[src/rtl/pipe_pkg.sv]
// pipe_pkg: constants and types shared by the ID/EX pipeline stage.
//   FWD_*    : ALU operand forwarding-select encodings
//   REG_ZERO : hard-wired zero register, never a forwarding source
//   ALUOP_W  : ALU opcode width
//   ctrlBundle_t : decoded control bits carried from ID into EX
package pipe_pkg;

    localparam int unsigned ALUOP_W = 4;

    localparam logic [1:0] FWD_NONE = 2'b00;
    localparam logic [1:0] FWD_WB   = 2'b01;
    localparam logic [1:0] FWD_MEM  = 2'b10;

    localparam logic [4:0] REG_ZERO = 5'd0;

    typedef struct packed {
        logic [ALUOP_W-1:0] AluOp;
        logic               AluSrcB;
        logic               RegWrite;
        logic               MemRead;
        logic               MemWrite;
        logic               MemToReg;
    } ctrlBundle_t;

endpackage

[src/rtl/fwd_sel_gen.sv]
// fwd_sel_gen: combinational forwarding-select generator for one ALU operand.
// Ports:
//   srcReg       in  source register the next EX instruction reads
//   exValid      in  instruction currently in EX is real
//   exRegWrite   in  EX instruction writes the register file
//   exWriteReg   in  EX instruction destination (moves to MEM next cycle)
//   memRegWrite  in  MEM instruction writes the register file
//   memWriteReg  in  MEM instruction destination (moves to WB next cycle)
//   fwdSel       out FWD_MEM / FWD_WB / FWD_NONE
module fwd_sel_gen #(
    parameter int unsigned REG_AW = 5
) (
    input  logic [REG_AW-1:0] srcReg,
    input  logic              exValid,
    input  logic              exRegWrite,
    input  logic [REG_AW-1:0] exWriteReg,
    input  logic              memRegWrite,
    input  logic [REG_AW-1:0] memWriteReg,
    output logic [1:0]        fwdSel
);
    import pipe_pkg::*;

    logic exHit;
    logic memHit;

    assign exHit  = exValid && exRegWrite && (exWriteReg != REG_AW'(REG_ZERO)) &&
                    (exWriteReg == srcReg);
    assign memHit = memRegWrite && (memWriteReg != REG_AW'(REG_ZERO)) &&
                    (memWriteReg == srcReg);

    // The EX producer is younger than the MEM producer, so it wins.
    always_comb begin
        fwdSel = FWD_NONE;
        if (exHit) begin
            fwdSel = FWD_MEM;
        end else if (memHit) begin
            fwdSel = FWD_WB;
        end
    end

endmodule

[src/rtl/id_ex_stage.sv]
// id_ex_stage: ID/EX pipeline register feeding the EX-stage ALU operand muxes.
// Captures decoded operands/control, resolves the write destination, detects
// load-use hazards and registers the forwarding selects for both ALU operands.
// Ports:
//   clk, rst_n             clock, asynchronous active-low reset
//   Hold                   freeze all contents (whole-pipeline stall)
//   Flush                  load a bubble (taken branch/jump)
//   ID_*                   decoded instruction in ID
//   MEM_RegWrite/WriteReg  producer currently in MEM
//   EX_*                   registered stage contents and forwarding selects
//   Load_Use_Stall         combinational; holds PC and IF/ID
//   Perf_Stall_Cnt/Perf_Flush_Cnt  only when PIPE_PERF_CNT_EN is defined
// Optional feature macro: PIPE_PERF_CNT_EN (stall/flush event counters).
module id_ex_stage #(
    parameter int unsigned DATA_W  = 32,
    parameter int unsigned REG_AW  = 5,
    // Must equal pipe_pkg::ALUOP_W, which sizes the control bundle.
    parameter int unsigned ALUOP_W = pipe_pkg::ALUOP_W
) (
    input  logic               clk,
    input  logic               rst_n,
    input  logic               Hold,
    input  logic               Flush,
    input  logic               ID_Valid,
    input  logic [DATA_W-1:0]  ID_Reg1,
    input  logic [DATA_W-1:0]  ID_Reg2,
    input  logic [DATA_W-1:0]  ID_Imm,
    input  logic [REG_AW-1:0]  ID_Rs,
    input  logic [REG_AW-1:0]  ID_Rt,
    input  logic [REG_AW-1:0]  ID_Rd,
    input  logic               ID_UsesRs,
    input  logic               ID_UsesRt,
    input  logic [ALUOP_W-1:0] ID_AluOp,
    input  logic               ID_AluSrcB,
    input  logic               ID_RegDst,
    input  logic               ID_RegWrite,
    input  logic               ID_MemRead,
    input  logic               ID_MemWrite,
    input  logic               ID_MemToReg,
    input  logic               MEM_RegWrite,
    input  logic [REG_AW-1:0]  MEM_WriteReg,
    output logic               EX_Valid,
    output logic [DATA_W-1:0]  EX_Reg1,
    output logic [DATA_W-1:0]  EX_Reg2,
    output logic [DATA_W-1:0]  EX_Imm,
    output logic [REG_AW-1:0]  EX_WriteReg,
    output logic [ALUOP_W-1:0] EX_AluOp,
    output logic               EX_AluSrcB,
    output logic               EX_RegWrite,
    output logic               EX_MemRead,
    output logic               EX_MemWrite,
    output logic               EX_MemToReg,
    output logic [1:0]         EX_AluSrcA_Sel,
    output logic [1:0]         EX_AluSrcB_Sel,
`ifdef PIPE_PERF_CNT_EN
    output logic [31:0]        Perf_Stall_Cnt,
    output logic [31:0]        Perf_Flush_Cnt,
`endif
    output logic               Load_Use_Stall
);
    import pipe_pkg::*;

    logic               exValidQ,    exValidD;
    ctrlBundle_t        exCtrlQ,     exCtrlD;
    logic [DATA_W-1:0]  exReg1Q,     exReg1D;
    logic [DATA_W-1:0]  exReg2Q,     exReg2D;
    logic [DATA_W-1:0]  exImmQ,      exImmD;
    logic [REG_AW-1:0]  exWriteRegQ, exWriteRegD;
    logic [1:0]         selAQ,       selAD;
    logic [1:0]         selBQ,       selBD;

    ctrlBundle_t idCtrl;
    logic [1:0]  fwdA;
    logic [1:0]  fwdB;
    logic        srcHit;
    logic        loadUseStall;
    logic        loadBubble;

    assign idCtrl = '{AluOp:    ID_AluOp,
                      AluSrcB:  ID_AluSrcB,
                      RegWrite: ID_RegWrite,
                      MemRead:  ID_MemRead,
                      MemWrite: ID_MemWrite,
                      MemToReg: ID_MemToReg};

    // Load in EX whose result is needed by ID next cycle: no path can supply it.
    assign srcHit = (ID_UsesRs && (ID_Rs == exWriteRegQ)) ||
                    (ID_UsesRt && (ID_Rt == exWriteRegQ));
    assign loadUseStall = !Hold && exValidQ && exCtrlQ.MemRead &&
                          (exWriteRegQ != REG_AW'(REG_ZERO)) && srcHit;
    assign loadBubble   = Flush || loadUseStall || !ID_Valid;

    fwd_sel_gen #(.REG_AW(REG_AW)) u_fwdA (
        .srcReg      (ID_Rs),
        .exValid     (exValidQ),
        .exRegWrite  (exCtrlQ.RegWrite),
        .exWriteReg  (exWriteRegQ),
        .memRegWrite (MEM_RegWrite),
        .memWriteReg (MEM_WriteReg),
        .fwdSel      (fwdA)
    );

    // Computed from Rt even for immediate forms; the B mux ignores it then.
    fwd_sel_gen #(.REG_AW(REG_AW)) u_fwdB (
        .srcReg      (ID_Rt),
        .exValid     (exValidQ),
        .exRegWrite  (exCtrlQ.RegWrite),
        .exWriteReg  (exWriteRegQ),
        .memRegWrite (MEM_RegWrite),
        .memWriteReg (MEM_WriteReg),
        .fwdSel      (fwdB)
    );

    always_comb begin
        exValidD    = exValidQ;
        exCtrlD     = exCtrlQ;
        exReg1D     = exReg1Q;
        exReg2D     = exReg2Q;
        exImmD      = exImmQ;
        exWriteRegD = exWriteRegQ;
        selAD       = selAQ;
        selBD       = selBQ;
        if (!Hold) begin
            // Data fields load even for bubbles; only control is squashed.
            exReg1D     = ID_Reg1;
            exReg2D     = ID_Reg2;
            exImmD      = ID_Imm;
            exWriteRegD = ID_RegDst ? ID_Rd : ID_Rt;
            if (loadBubble) begin
                exValidD = 1'b0;
                exCtrlD  = '0;
                selAD    = FWD_NONE;
                selBD    = FWD_NONE;
            end else begin
                exValidD = 1'b1;
                exCtrlD  = idCtrl;
                selAD    = fwdA;
                selBD    = fwdB;
            end
        end
    end

    always_ff @(posedge clk or negedge rst_n) begin
        if (!rst_n) begin
            exValidQ    <= 1'b0;
            exCtrlQ     <= '0;
            exReg1Q     <= '0;
            exReg2Q     <= '0;
            exImmQ      <= '0;
            exWriteRegQ <= '0;
            selAQ       <= FWD_NONE;
            selBQ       <= FWD_NONE;
        end else begin
            exValidQ    <= exValidD;
            exCtrlQ     <= exCtrlD;
            exReg1Q     <= exReg1D;
            exReg2Q     <= exReg2D;
            exImmQ      <= exImmD;
            exWriteRegQ <= exWriteRegD;
            selAQ       <= selAD;
            selBQ       <= selBD;
        end
    end

`ifdef PIPE_PERF_CNT_EN
    logic [31:0] stallCntQ;
    logic [31:0] flushCntQ;

    // loadUseStall is already masked by Hold.
    always_ff @(posedge clk or negedge rst_n) begin
        if (!rst_n) begin
            stallCntQ <= '0;
            flushCntQ <= '0;
        end else begin
            if (loadUseStall) begin
                stallCntQ <= stallCntQ + 32'd1;
            end
            if (Flush && !Hold) begin
                flushCntQ <= flushCntQ + 32'd1;
            end
        end
    end

    assign Perf_Stall_Cnt = stallCntQ;
    assign Perf_Flush_Cnt = flushCntQ;
`endif

    assign EX_Valid       = exValidQ;
    assign EX_Reg1        = exReg1Q;
    assign EX_Reg2        = exReg2Q;
    assign EX_Imm         = exImmQ;
    assign EX_WriteReg    = exWriteRegQ;
    assign EX_AluOp       = exCtrlQ.AluOp;
    assign EX_AluSrcB     = exCtrlQ.AluSrcB;
    assign EX_RegWrite    = exCtrlQ.RegWrite;
    assign EX_MemRead     = exCtrlQ.MemRead;
    assign EX_MemWrite    = exCtrlQ.MemWrite;
    assign EX_MemToReg    = exCtrlQ.MemToReg;
    assign EX_AluSrcA_Sel = selAQ;
    assign EX_AluSrcB_Sel = selBQ;
    assign Load_Use_Stall = loadUseStall;

endmodule

[config.mk]
export PLATFORM = sky130hd
export DESIGN_NAME = id_ex_stage
export DESIGN_NICKNAME = d
export VERILOG_FILES = /design/src/rtl/pipe_pkg.sv /design/src/rtl/fwd_sel_gen.sv /design/src/rtl/id_ex_stage.sv
export SDC_FILE = /design/constraint.sdc
export NUM_CORES = 1
export LEC_CHECK = 0
export CORE_AREA = 2 2 119 121
export CTS_BUF_LIST = sky130_fd_sc_hd__clkbuf_2
export DETAILED_ROUTE_END_ITERATION = 8
export DIE_AREA = 0 0 121 123
export GPL_ROUTABILITY_DRIVEN = 0
export PLACE_DENSITY = 0.79
export SKIP_CTS_REPAIR_TIMING = 1
export SLEW_MARGIN = 10
export SYNTH_ARGS = -nofsm -noshare
export SYNTH_HDL_FRONTEND = slang
export SYNTH_SLANG_ARGS = --single-unit
export TNS_END_PERCENT = 1
[constraint.sdc]
create_clock -name clk -period 3.2 [get_ports clk]
set_input_delay 0.48 -clock clk [delete_from_list [all_inputs] [get_ports clk]]
set_output_delay 0.48 -clock clk [all_outputs]
set_load 0.01 [all_outputs]
==> results by group <==
Timing
  • Final hold violations: 0
  • Skew final: between 0.01 and 0.015 ns
  • Setup tns final: 0 ns
  • Max frequency: 337 MHz
  • RSZ-0062 raised after global routing: false
  • Final setup fails: 0
  • Rel. slew slack: 48.1%
  • Slew @ Worst Pin: 0.778 ns
  • Period Utilization, post-route: a little over 90%
  • Minimum clock period: 2.97 ns
  • Final Slew Violations: 0

Worst setup path
  • Delay-heaviest family, CP: simple AND/OR/NAND/NOR gates
  • Crit path kind: flip-flop to output pin
  • Critical R2R Capture: EX_AluSrcB_Sel[0]$_DFFE_PN0N_
  • CP cell instances: or4_4, o21ai_2, nor3b_1, o21a_4, clkdlybuf4s50_1
  • CP max stage cell: or4_4
  • Crit path launch type: flip-flop
  • Crit path DAT: 2.49 ns
  • FF-to-FF Start: EX_WriteReg[3]$_DFFE_PN0N_
  • Reg2reg path depth: 6
  • Req. time, crit path: 2.72 ns
  • Crit. End Element: output pin
  • CP max stage delay: 0.56 ns
  • Crit Path Max Fanout: 5
  • Reg-to-reg slack, setup: 1.31 ns
  • CP bufs+invs: 1

Power and ir drop
  • Power per Cell Area: approximately 470 nW/um^2
  • Total net switching power: 0.923 mW
  • Internal: 2.68 mW
  • Sequential cell fraction of total power: 46.2%
  • Leak Pwr: roughly 3.1 nW
  • Sw Ratio: about a quarter
  • Part of the power in the clock network: 31.8%
  • Combinational power share: 21.9%
  • Peak supply drop: 0.286 mV

Drt
  • Antenna-violating nets left: 0
  • Routed len/inst: approximately 16 microns
  • Initial DRC count: 103
  • Final WL: 12300 microns
  • Vias: 3566
  • DRC violations left: 0
  • Post-DR vias/cell: 4.58
  • Drt pass-1 iters: 4

Outcome
  • Run status: complete, no violations

Clock network
  • Worst skew pair latency: 0.67 ns
  • Htree depth: 4
  • CTS root buffer: clkbuf_2
  • CTS Buf Count: 17
  • Maximum root-to-sink buffer count: 2
  • Clock-pin transition on the worst setup and hold timing paths: 0.18 ns
  • CTS sink count: 115
  • CTS tree: yes

Floorplanning
  • Die Footprint: roughly 15000 sq um
  • Starting density of the core: 34.2%
  • Row count: 43
  • Die height: 123 microns
  • Placeable Area: between 10000 and 15000 sq um
  • Ports: 250
  • Die outline width: around 120 microns

Hold path
  • Hold Path Class: input pin to async pin

Finish
  • Final Net Count: a little over 700
  • Antenna cell count: 0
  • Post-Layout Cell Count: 779
  • # fillers: 1102
  • Most common cell after layout, fill and taps aside: clkdlybuf4s50_1
  • P&R area growth vs syn: 64.7%
  • Register Area: 2880 sq um
  • Area occupied by multi-input gates: 1700 sq um
  • Most frequent cells in the layout: 247 x clkdlybuf4s50_1, 115 x dfrtp_1, 96 x mux2_2
  • Share of layout cells above drive strength 1: between 20% and 30%

Placed design
  • Placed cell count: 745
  • Hpwl dp: 9460 microns
  • Port bufs: about 250

Run
  • Maximum Capacitance Violations: 0

Yosys
  • Area contributors post-synth: dfrtp_1 62%, mux2_2 23%, nand2_1 2.6%
  • Distinct cells, synth: 25
  • Net Count, Synth: 460
  • Register area share after synthesis: 61.8%
  • Post-synthesis cell area: 4660 sq um
  • Seq cells post-synth: 115
  • Yosys warning count: 0
  • Leading area contributor after synthesis: dfrtp_1
  • Share of the synthesized area in the top cell type: 61.8%
  • Post-synthesis cell count: 326
  • Syn Area/Cell: 14.3 sq um

Global route
  • First-pass GRT wire length: 19300 microns
  • Pin count of the biggest net entering global routing: 64
  • Total track usage: approximately 17%
  • Vias in the first global route: ~3900
  • Overflow left after global routing: 0
  • Initial antenna violation count: 0
Yosys cell counts:
cell type  number
or4_4           1
buf_1           2
xor2_1         10
o21a_4          1
buf_6           1
nand2_1        32
nand3_1         4
nor3b_1         2
o21a_1          1
xnor2_1        10
o31ai_1         2
o211ai_1        1
dfrtp_1       115
o21ai_0         5
nor3_1          4
o21ai_2        10
nand4_1         2
o21ai_1         3
mux2_2         96
mux2i_1         5
inv_1           1
clkbuf_1        6
nor2_1          4
or4_1           1
buf_2           7
cell type report:
type                            instances  area share [%]
Clock inverter                         15            2.77
Tap cell                              180            2.94
Timing Repair Buffer                  257            33.4
Multi-Input combinational cell        194            22.2
Sequential cell                       115            37.5
Clock buffer                           17            1.11
Inverter                                1          0.0489
state kept, by name, summed over array words and instances, names as in the netlist:
name and cells:
EX_AluSrcB 1, EX_AluOp 4, EX_MemToReg 1, EX_Imm 32
EX_MemWrite 1, EX_RegWrite 1, EX_AluSrcA_Sel 2, EX_Reg2 32
EX_Valid 1, EX_MemRead 1, EX_AluSrcB_Sel 2, EX_WriteReg 5
EX_Reg1 32
logic make-up after synthesis:
family / count (synthesis) / synth area share [%]
and+or+nand+nor: 50 / 4.75
xor gates and xnor gates: 20 / 3.76
buffers and inverters: 17 / 1.72
DFF: 115 / 61.8
AOI/OAI and AO/OA: 23 / 3.71
muxes: 101 / 24.3
power groups by stage:
| stage | logic [mW] | clock network (mW) | registers [mW] |
|---|---|---|---|
| 3_3_place_gp | 0.788 | 0 | 1.69 |
| 3_5_place_dp | 0.799 | 0 | 1.70 |
| 2_1_floorplan | 0.206 | 0 | 1.75 |
| 6_report | 0.791 | 1.15 | 1.67 |
| 5_1_grt | 0.847 | 1.26 | 1.69 |
| 4_1_cts | 0.802 | 1.20 | 1.67 |
how the worst max path moves through the flow:
| stage | from | end | slack (ns) | cells past startpoint |
|---|---|---|---|---|
| 2_1_floorplan | EX_WriteReg[3]$_DFFE_PN0N_ | Load_Use_Stall | 1.27 | 5 |
| 3_3_place_gp | ID_Rt[1] | Load_Use_Stall | 0.62 | 6 |
| 6_report | EX_WriteReg[3]$_DFFE_PN0N_ | Load_Use_Stall | 0.23 | 5 |
| 5_1_grt | EX_WriteReg[3]$_DFFE_PN0N_ | Load_Use_Stall | 0.05 | 5 |
| 3_5_place_dp | ID_Rt[2] | Load_Use_Stall | 0.60 | 6 |
| 4_1_cts | EX_WriteReg[3]$_DFFE_PN0N_ | Load_Use_Stall | 0.09 | 5 |
per-layer routing:
layer / vias up / part of all wire [%] / GRT usage [%]
met3: 28 / 8.5 / 7.15
met4: 0 / 3.3 / 9.01
met2: 159 / 52 / 29.2
li1: 1656 / - / -
met1: 1723 / 36 / 17.6
met5: - / 0 / 0
through the flow:
stage	hold WS, ns	power (mW)	instance area (sq um)	util, %	setup WS, ns
global placement	0.428	2.47	7350	54.0	0.616
global route	0.183	3.80	7670	56.3	0.0451
finish	0.249	3.61	7670	56.3	0.229
detailed placement	0.428	2.50	7350	54.0	0.601
floorplan	0.184	1.96	4660	-	1.27
CTS	-0.413	3.67	7650	56.2	0.0945
Power figures use the tool's default switching activity.
